**src/rtl/uart_pkg.sv**
```systemverilog
// Shared UART definitions: frame defaults and the transmit state encoding.
// The RX side imports the same package so both ends agree on the defaults.
package uart_pkg;

    localparam int UART_OVERSAMPLE = 16;
    localparam int UART_DATA_BITS  = 8;

    typedef enum logic [2:0] {
        IDLE   = 3'd0,
        START  = 3'd1,
        DATA   = 3'd2,
        PARITY = 3'd3,
        STOP   = 3'd4
    } tx_state_t;

endpackage

```
**src/rtl/uart_tx_ctrl_if.sv**
```systemverilog
// Host-side byte handshake into the UART transmitter.
//
// Handshake: a byte moves on every rising clk edge where tx_valid and
// tx_ready are both high. The source holds tx_data/tx_valid stable until
// that edge; the sink never makes tx_ready depend on tx_valid.
interface uart_tx_ctrl_if #(
    parameter int DATA_BITS = uart_pkg::UART_DATA_BITS
) ();

    logic [DATA_BITS-1:0] tx_data;
    logic                 tx_valid;
    logic                 tx_ready;

    modport master (output tx_data, output tx_valid, input tx_ready);
    modport slave  (input tx_data, input tx_valid, output tx_ready);

endinterface

```
**src/rtl/uart_bit_timer.sv**
```systemverilog
// Counts baud ticks and flags the tick that closes one serial bit.
// Held at zero while clear is high so every bit starts on a fresh count.
module uart_bit_timer
    import uart_pkg::*;
#(
    parameter int OVERSAMPLE = UART_OVERSAMPLE
) (
    input  logic clk,
    input  logic reset,
    input  logic clear,
    input  logic baud_tick,
    output logic bit_end
);

    localparam int              CW   = (OVERSAMPLE > 1) ? $clog2(OVERSAMPLE) : 1;
    localparam logic [CW-1:0]   LAST = CW'(OVERSAMPLE - 1);

    logic [CW-1:0] tick_cnt;

    // Tick counter: advances on baud ticks only, wraps after the last tick of a bit.
    always_ff @(posedge clk or negedge reset) begin
        if (!reset) begin
            tick_cnt <= '0;
        end else if (clear) begin
            tick_cnt <= '0;
        end else if (baud_tick) begin
            tick_cnt <= (tick_cnt == LAST) ? '0 : tick_cnt + 1'b1;
        end
    end

    assign bit_end = !clear && baud_tick && (tick_cnt == LAST);

endmodule

```
**src/rtl/uart_tx_ctrl.sv**
```systemverilog
// UART transmit sequencer: accepts one word per handshake, owns the baud
// generator enable and shifts start, data (LSB first), optional parity and
// stop bits onto tx_out. Every output comes straight from a flop.
module uart_tx_ctrl
    import uart_pkg::*;
#(
    parameter int DATA_BITS  = UART_DATA_BITS,
    parameter int PARITY_EN  = 0,
    parameter int PARITY_ODD = 0,
    parameter int STOP_BITS  = 1,
    parameter int OVERSAMPLE = UART_OVERSAMPLE
) (
    input  logic          clk,
    input  logic          reset,
    uart_tx_ctrl_if.slave host,
    input  logic          baud_tick,
    output logic          baud_en,
    output logic          tx_out,
    output logic          tx_busy,
    output logic          tx_done,
    output tx_state_t     state_dbg
);

    localparam int             BCW       = $clog2(DATA_BITS);
    localparam logic [BCW-1:0] LAST_BIT  = BCW'(DATA_BITS - 1);
    localparam logic           ODD_BIT   = (PARITY_ODD != 0);
    localparam logic           LAST_STOP = (STOP_BITS == 2);

    tx_state_t            state_q, state_d;
    logic [DATA_BITS-1:0] shift_q, shift_d;
    logic                 parity_q, parity_d;
    logic [BCW-1:0]       bit_cnt_q, bit_cnt_d;
    logic                 stop_cnt_q, stop_cnt_d;
    logic                 ready_q, ready_d;
    logic                 tx_out_d, baud_en_d, busy_d, done_d;
    logic                 bit_end;
    logic                 timer_clear;

    // Ticks are meaningless outside a frame, including the handshake cycle.
    assign timer_clear   = (state_q == IDLE);
    assign host.tx_ready = ready_q;
    assign state_dbg     = state_q;

    uart_bit_timer #(.OVERSAMPLE(OVERSAMPLE)) u_bit_timer (
        .clk       (clk),
        .reset     (reset),
        .clear     (timer_clear),
        .baud_tick (baud_tick),
        .bit_end   (bit_end)
    );

    // State and output registers; reset aborts any frame with the line high.
    always_ff @(posedge clk or negedge reset) begin
        if (!reset) begin
            state_q    <= IDLE;
            shift_q    <= '0;
            parity_q   <= 1'b0;
            bit_cnt_q  <= '0;
            stop_cnt_q <= 1'b0;
            ready_q    <= 1'b1;
            tx_out     <= 1'b1;
            baud_en    <= 1'b0;
            tx_busy    <= 1'b0;
            tx_done    <= 1'b0;
        end else begin
            state_q    <= state_d;
            shift_q    <= shift_d;
            parity_q   <= parity_d;
            bit_cnt_q  <= bit_cnt_d;
            stop_cnt_q <= stop_cnt_d;
            ready_q    <= ready_d;
            tx_out     <= tx_out_d;
            baud_en    <= baud_en_d;
            tx_busy    <= busy_d;
            tx_done    <= done_d;
        end
    end

    // Next state and next output values; tx_out is updated on the same edge
    // that enters a state so each bit lasts exactly one bit period.
    always_comb begin
        state_d    = state_q;
        shift_d    = shift_q;
        parity_d   = parity_q;
        bit_cnt_d  = bit_cnt_q;
        stop_cnt_d = stop_cnt_q;
        ready_d    = ready_q;
        tx_out_d   = tx_out;
        baud_en_d  = baud_en;
        busy_d     = tx_busy;
        done_d     = 1'b0;

        case (state_q)
            IDLE: begin
                if (host.tx_valid && ready_q) begin
                    state_d    = START;
                    shift_d    = host.tx_data;
                    parity_d   = (^host.tx_data) ^ ODD_BIT;
                    bit_cnt_d  = '0;
                    stop_cnt_d = 1'b0;
                    ready_d    = 1'b0;
                    tx_out_d   = 1'b0;
                    baud_en_d  = 1'b1;
                    busy_d     = 1'b1;
                end
            end
            START: begin
                if (bit_end) begin
                    state_d  = DATA;
                    tx_out_d = shift_q[0];
                end
            end
            DATA: begin
                if (bit_end) begin
                    shift_d = shift_q >> 1;
                    if (bit_cnt_q == LAST_BIT) begin
                        if (PARITY_EN != 0) begin
                            state_d  = PARITY;
                            tx_out_d = parity_q;
                        end else begin
                            state_d  = STOP;
                            tx_out_d = 1'b1;
                        end
                    end else begin
                        bit_cnt_d = bit_cnt_q + 1'b1;
                        tx_out_d  = shift_q[1];
                    end
                end
            end
            PARITY: begin
                if (bit_end) begin
                    state_d  = STOP;
                    tx_out_d = 1'b1;
                end
            end
            STOP: begin
                if (bit_end) begin
                    if (stop_cnt_q == LAST_STOP) begin
                        state_d   = IDLE;
                        ready_d   = 1'b1;
                        baud_en_d = 1'b0;
                        busy_d    = 1'b0;
                        done_d    = 1'b1;
                    end else begin
                        stop_cnt_d = 1'b1;
                    end
                end
            end
            default: begin
                state_d   = IDLE;
                ready_d   = 1'b1;
                tx_out_d  = 1'b1;
                baud_en_d = 1'b0;
                busy_d    = 1'b0;
            end
        endcase
    end

endmodule

```
**src/flat_wrapper.sv**
```systemverilog
// flat-port wrapper written by rule: the top's interface ports become plain ports
module uart_tx_ctrl_flat import uart_pkg::*;
#(
    parameter int DATA_BITS  = UART_DATA_BITS,
    parameter int PARITY_EN  = 0,
    parameter int PARITY_ODD = 0,
    parameter int STOP_BITS  = 1,
    parameter int OVERSAMPLE = UART_OVERSAMPLE
)
  (clk, reset, baud_tick, baud_en, tx_out, tx_busy, tx_done, state_dbg, host_tx_data, host_tx_valid, host_tx_ready);
  uart_tx_ctrl_if #(.DATA_BITS(DATA_BITS)) host_i ();
  input  logic clk;
  input  logic reset;
  input  logic baud_tick;
  output logic baud_en;
  output logic tx_out;
  output logic tx_busy;
  output logic tx_done;
  output tx_state_t state_dbg;
  input wire logic [$bits(host_i.tx_data)-1:0] host_tx_data;
  input wire logic [$bits(host_i.tx_valid)-1:0] host_tx_valid;
  output wire logic [$bits(host_i.tx_ready)-1:0] host_tx_ready;
  assign host_i.tx_data = host_tx_data;
  assign host_i.tx_valid = host_tx_valid;
  assign host_tx_ready = host_i.tx_ready;
  uart_tx_ctrl #(.DATA_BITS(DATA_BITS), .PARITY_EN(PARITY_EN), .PARITY_ODD(PARITY_ODD), .STOP_BITS(STOP_BITS), .OVERSAMPLE(OVERSAMPLE)) u_core (.clk(clk), .reset(reset), .host(host_i), .baud_tick(baud_tick), .baud_en(baud_en), .tx_out(tx_out), .tx_busy(tx_busy), .tx_done(tx_done), .state_dbg(state_dbg));
endmodule
```
**config.mk**
```make
export PLATFORM = sky130hd
export DESIGN_NAME = uart_tx_ctrl_flat
export DESIGN_NICKNAME = d
export VERILOG_FILES = /design/src/rtl/uart_pkg.sv /design/src/rtl/uart_tx_ctrl_if.sv /design/src/rtl/uart_bit_timer.sv /design/src/rtl/uart_tx_ctrl.sv /design/src/flat_wrapper.sv
export SDC_FILE = /design/constraint.sdc
export NUM_CORES = 1
export LEC_CHECK = 0
export CAP_MARGIN = 10
export CORE_UTILIZATION = 54
export CTS_BUF_LIST = sky130_fd_sc_hd__clkbuf_4
export DETAILED_ROUTE_END_ITERATION = 10
export PLACE_DENSITY = 0.89
export SLEW_MARGIN = 25
export SYNTH_ARGS = -nofsm -noshare
export SYNTH_HDL_FRONTEND = slang
export SYNTH_SLANG_ARGS = --single-unit
```
**constraint.sdc**
```tcl
create_clock -name clk -period 2.1 [get_ports clk]
set_input_delay 0.315 -clock clk [delete_from_list [all_inputs] [get_ports clk]]
set_output_delay 0.315 -clock clk [all_outputs]
set_load 0.01 [all_outputs]
```
=== After elaboration in Yosys (flattened, before gate mapping) ===
Index checks and enable logic that the tools add are counted.

* Input port bits: 12
* Flip-flop bits (word level): 23

* Mux-type cells: 37
* Reduce and logical (&&, ||, !) cells: 15
* Add/subtract/negate cells: 2
* Bitwise gates (word level): 2
* Equal/unequal tests: 14

{| class="wikitable"
|+ Operators by type and width
! kind !! count
|-
| 2-to-1 mux 3 bit || 10
|-
| 2-to-1 mux 8 bit || 2
|-
| case mux 8 bit (2 select lines) || 1
|-
| 2-to-1 mux 1 bit || 15
|-
| case mux 3 bit (5 select lines) || 1
|-
| 2-to-1 mux 4 bit || 3
|-
| != test 2 x 1 -> 1 bit, second input constant || 6
|-
| AND reduction 4 bit || 2
|-
| AND reduction 7 bit || 1
|-
| equality test 3 x 2 -> 1 bit, second input constant || 2
|-
| equality test 3 bit, second input constant || 2
|-
| case mux 1 bit (3 select lines) || 2
|-
| case mux 3 bit (2 select lines) || 1
|-
| AND reduction 3 bit || 2
|-
| nonzero test 2 bit || 3
|-
| case mux 1 bit (5 select lines) || 1
|-
| AND reduction 5 bit || 1
|-
| adder 4 x 1 -> 4 bit, second input constant || 1
|-
| equality test 4 bit, second input constant || 1
|-
| != test 2 bit, second input constant || 2
|-
| adder 3 x 1 -> 3 bit, second input constant || 1
|-
| equality test 3 x 1 -> 1 bit, second input constant || 1
|-
| logical AND 1 bit || 3
|-
| zero test 3 bit || 1
|-
| 4 further kinds || 5
|}

=== Longest topological paths before layout ===
* Depth after elaboration: 6
* Depth in mapped cells: 5
* Depth with buffers taken out: 5

=== By module ===
From an unflattened synthesis, not the netlist that was laid out.

* Cells, all modules: 102
* Area total of the unflattened synthesis: 1177.4 µm²

{| class="wikitable"
|+ By module, submodules not included
! module !! instances !! area each (µm²) !! cells an instance !! sequential area each (µm²)
|-
| uart_tx_ctrl || 1 || 974.7 || 81 || 452.9
|-
| uart_bit_timer || 1 || 202.7 || 21 || 100.1
|}

=== Worst setup path before layout ===
No wires, ideal clock.

* Kind: flip-flop to flip-flop
* Start: register u_core.bit_cnt_q[0]
* End: register u_core.bit_cnt_q[0]
* Library setup time: 0.125 ns
* Stages on the path, launching flop included: 6
* Period minus slack after synthesis: 1.586 ns
* Required time: 1.975 ns
* Data arrival time: 1.461 ns
* Slack: 0.514 ns
* Buffers on the path: 0
* Cells stage by stage: dfrtp_1 > ha_1 > ha_1 > nor4b_1 > a22oi_2 > mux2_4

* Word-level cells in the longest chain between the ends: 4

{| class="wikitable"
|+ RTL lines
! what !! line !! text
|-
| start, declared || uart_tx_ctrl.sv:32 || <nowiki>logic [BCW-1:0] bit_cnt_q, bit_cnt_d;</nowiki>
|-
| start signal, assigned || uart_tx_ctrl.sv:69 || <nowiki>bit_cnt_q <= bit_cnt_d;</nowiki>
|-
| adder 3 x 1 -> 3 bit || uart_tx_ctrl.sv:125 || <nowiki>bit_cnt_d = bit_cnt_q + 1'b1;</nowiki>
|-
| 2-to-1 mux 3 bit || uart_tx_ctrl.sv:116 || <nowiki>if (bit_cnt_q == LAST_BIT) begin</nowiki>
|-
| 2-to-1 mux 3 bit || uart_tx_ctrl.sv:114 || <nowiki>if (bit_end) begin</nowiki>
|-
| case mux 3 bit (2 select lines) || uart_tx_ctrl.sv:93 || <nowiki>case (state_q)</nowiki>
|}

Parallel ways exist; a longest one is shown, timed or not. The select of a mux whose other input is x is not followed.
A chain may end at the register's enable or synchronous reset.

=== Final worst setup path ===
* Start: register u_core.state_q[0] (netlist: u_core.state_dbg[0])
* End: output state_dbg[0]

{| class="wikitable"
|+ RTL lines
! what !! line !! text
|-
| start, declared || uart_tx_ctrl.sv:29 || <nowiki>tx_state_t state_q, state_d;</nowiki>
|-
| start signal, assigned || uart_tx_ctrl.sv:66 || <nowiki>state_q <= state_d;</nowiki>
|-
| end, declared || flat_wrapper.sv:19 || <nowiki>output tx_state_t state_dbg;</nowiki>
|}

No word-level cell between the ends.

==> flow_summary.toml <==
[status]
status = "finished, final reports clean"

[floorplanning]
core_area_um2 = 2022
dieWidth_um = 48.89
die_h_um = 48.89
die_area_um2 = 2390
pin_count = 20
rows = 16
initial_utilization_pct = 58.73

[sta]
drv_slew = 0
slew_headroom_pct = 61.47
grt_setup_unrepaired = "false"
min_period_ns = 2.009
fin_worst_skew_ns = 0.01092
max_clock_freq_ghz = 0.4978
finalCritPeriodShare_pct = 95.66
tns_ns = 0
worst_pin_slew_ns = 0.5779
setup_viol = 0
finalHoldViolations = 0

[layout]
diodes = 0
drive_gt1_share_pct = 13.71
multi_input_area_um2 = 538.0
fin_nets = 140
area_growth_pct = 17.39
nFillCells = 151
seqCellArea_um2 = 553.0

[clock_network]
post_cts_resized = 0
root_buffer = "clkbuf_4"
cts_max_level = 1
cts_max_path_buffers = 2
cts_tree = "done"
hold_buffers = 0
post_cts_buffers = 0
cts-buffers-inserted = 3
cts.sinks = 22
clk_latency_ns = 0.31
clk_pin_slew_worst_paths_ns = 0.13

[placement]
gp_congestion = 0.7952
hpwl_um = 1630
io_buffer_count = 19

[power]
seqPwrFrac_pct = 61.7
clockPowerShare_pct = 25.5
internal-power_mw = 0.5766
ir_drop_mv = 0.3424
p_switching_mw = 0.1985
power.density_nw_per_um2 = 556.0
sw_frac_of_total_pct = 25.61
p_leak_nw = 0.6496
total_power_mw = 0.7750
pwr-share-comb_pct = 12.8

[worst_setup_path]
rr_worst_depth = 5
end_kind = "primary output"
worstPathArrival_ns = 1.69
path_delay_family = "flip-flops"
cp.required_ns = 1.78
slowest_delay_ns = 0.73
cp-start-kind = "flop"
cp_cell_sequence = "clkdlybuf4s50_1"
cp_max_fo = 15
crit_path_top_delay_cell = "dfrtp_1"
setup.worst_path.class = "reg -> out"
critPathBufInv = 1
crit_cells = 1

[route]
vias = 920
wire_per_inst_um = 14.49
met3_length_um = 104
wirelength_um = 2188
top_layer_used = "met4"
drt-met1-wl_um = 974
vias_per_cell = 6.093
postRouteAntennaNets = 0
drc = 0
met2_length_um = 1079
detail_route.iter0.violations = 15
firstDrtPassIters = 4

[synthesis]
synthFlopType = "dfrtp_1"
ys_seq_area_share_pct = 46.58
synth_warnings = 0
async_reset_ff_share_pct = 100.0
synth_nets = 122
synth_edf_count = 0
ys_ff_latch = 22
ys_types = 41
syn_area_um2 = 1187
syn_inst = 107
avgSynthCellArea_um2 = 11.10

[job]
max_cap_violations = 0

[global_route]
grt_max_degree = 23
grt_pass1_vias = 896
track_usage_pct = 21.53
overflow = 0
grt_pass1_wl_um = 3939
antenna_found_initial = 0

[hold_path]
hold_class = "in -> async"
==> cell usage after synthesis, types with 2 or more instances <==
| cell type | n | area, µm² |
|---|---|---|
| dfrtp_1 | 20 | 500.5 |
| inv_1 | 10 | 37.54 |
| nor3_1 | 10 | 50.05 |
| a221oi_1 | 7 | 61.31 |
| nor2_1 | 7 | 26.28 |
| a21oi_1 | 5 | 25.02 |
| a22o_1 | 3 | 26.28 |
| buf_4 | 3 | 22.52 |
| ha_1 | 3 | 37.54 |
| buf_2 | 2 | 10.01 |
| buf_6 | 2 | 22.52 |
| dfstp_2 | 2 | 52.55 |
| nand2b_1 | 2 | 12.51 |
| nand3_1 | 2 | 10.01 |
| nand3b_1 | 2 | 15.01 |
| nor4b_1 | 2 | 17.52 |
==> per-stage QoR <==
stage | hold WS (ns) | util (%) | worst slack [ns] | std cells | cell area [µm²]
4_1_cts | 0.3499 | 68.94 | 0.1054 | 151 | 1394
3_3_place_gp | 0.4861 | 67.64 | 0.2502 | 147 | 1368
3_5_place_dp | 0.4973 | 67.64 | 0.2055 | 147 | 1368
5_1_grt | 0.3615 | 68.94 | 0.01951 | 151 | 1394
2_1_floorplan | 0.01941 | - | 0.5141 | 107 | 1187
6_report | 0.3340 | 68.94 | 0.09117 | 151 | 1394
==> kinds of logic (layout without fill, tap and decap cells) <==
logic type	after synthesis	after routing	share of synthesized area [%]
AO/OA/AOI/OAI	25	25	17.91
flip-flops	22	22	46.58
adder cells (fa/ha/maj)	3	3	3.162
multiplexers	2	2	2.107
XOR/XNOR	1	1	0.7378
AND/OR/NAND/NOR	36	36	21.39
buffers and inverters	18	35	8.114
==> per-layer routing <==
| layer | GRT usage (%) | vias up |
|---|---|---|
| met3 | 3.738 | 5 |
| li1 | - | 431 |
| met4 | 7.353 | 0 |
| met5 | 0 | - |
| met1 | 28.66 | 452 |
| met2 | 35.42 | 32 |
==> power groups by stage <==
stage	Clock (mW)	Combinational [mW]	Sequential, mW
after detailed placement	0	0.100	0.486
after global placement	0	0.0960	0.484
final	0.198	0.0992	0.478
after global routing	0.216	0.113	0.483
after floorplan	0	0.0590	0.477
after CTS	0.200	0.100	0.478
==> sequential cells by signal, indices dropped and copies added (netlist names) <==
signal                       count
u_core.u_bit_timer.tick_cnt      4
u_core.baud_en                   1
u_core.state_dbg                 3
u_core.bit_cnt_q                 3
u_core.tx_out                    1
u_core.shift_q                   8
u_core.tx_done                   1
u_core.host.tx_ready             1
==> final cells by class <==
cell class	instances	share of cell area, %
well taps	27	2.424
inverters	10	2.693
repair buffers	21	14.72
clock inverters	1	0.2693
flip-flops and latches	22	39.68
clock buffers	3	1.616
multi-input cells	67	38.60
==> final timing paths <==
path	start	end	slack (ns)
max in group asynchronous	reset	u_core.host.tx_ready	1.50
min reg2reg	u_core.shift_q[7]	u_core.shift_q[7]	0.53
min in group clk	u_core.shift_q[7]	u_core.shift_q[7]	0.53
max reg2reg	u_core.bit_cnt_q[0]	u_core.bit_cnt_q[0]	0.41
min	reset	u_core.shift_q[0]	0.33
max	u_core.state_dbg[0]	state_dbg[0]	0.09
==> placed cells by master, fill, tap and decap left out, types with 2 or more instances in the layout <==
cell type / n
buf_4: 2
nand2b_1: 2
dfrtp_1: 20
nor3_1: 10
ha_1: 3
nand3_1: 2
inv_1: 10
dfstp_2: 2
nor4b_1: 2
clkdlybuf4s50_1: 19
nand3b_1: 2
a22o_1: 3
a21oi_1: 5
a221oi_1: 7
nor2_1: 7
clkbuf_4: 3
(Power assumes the default switching activity.)
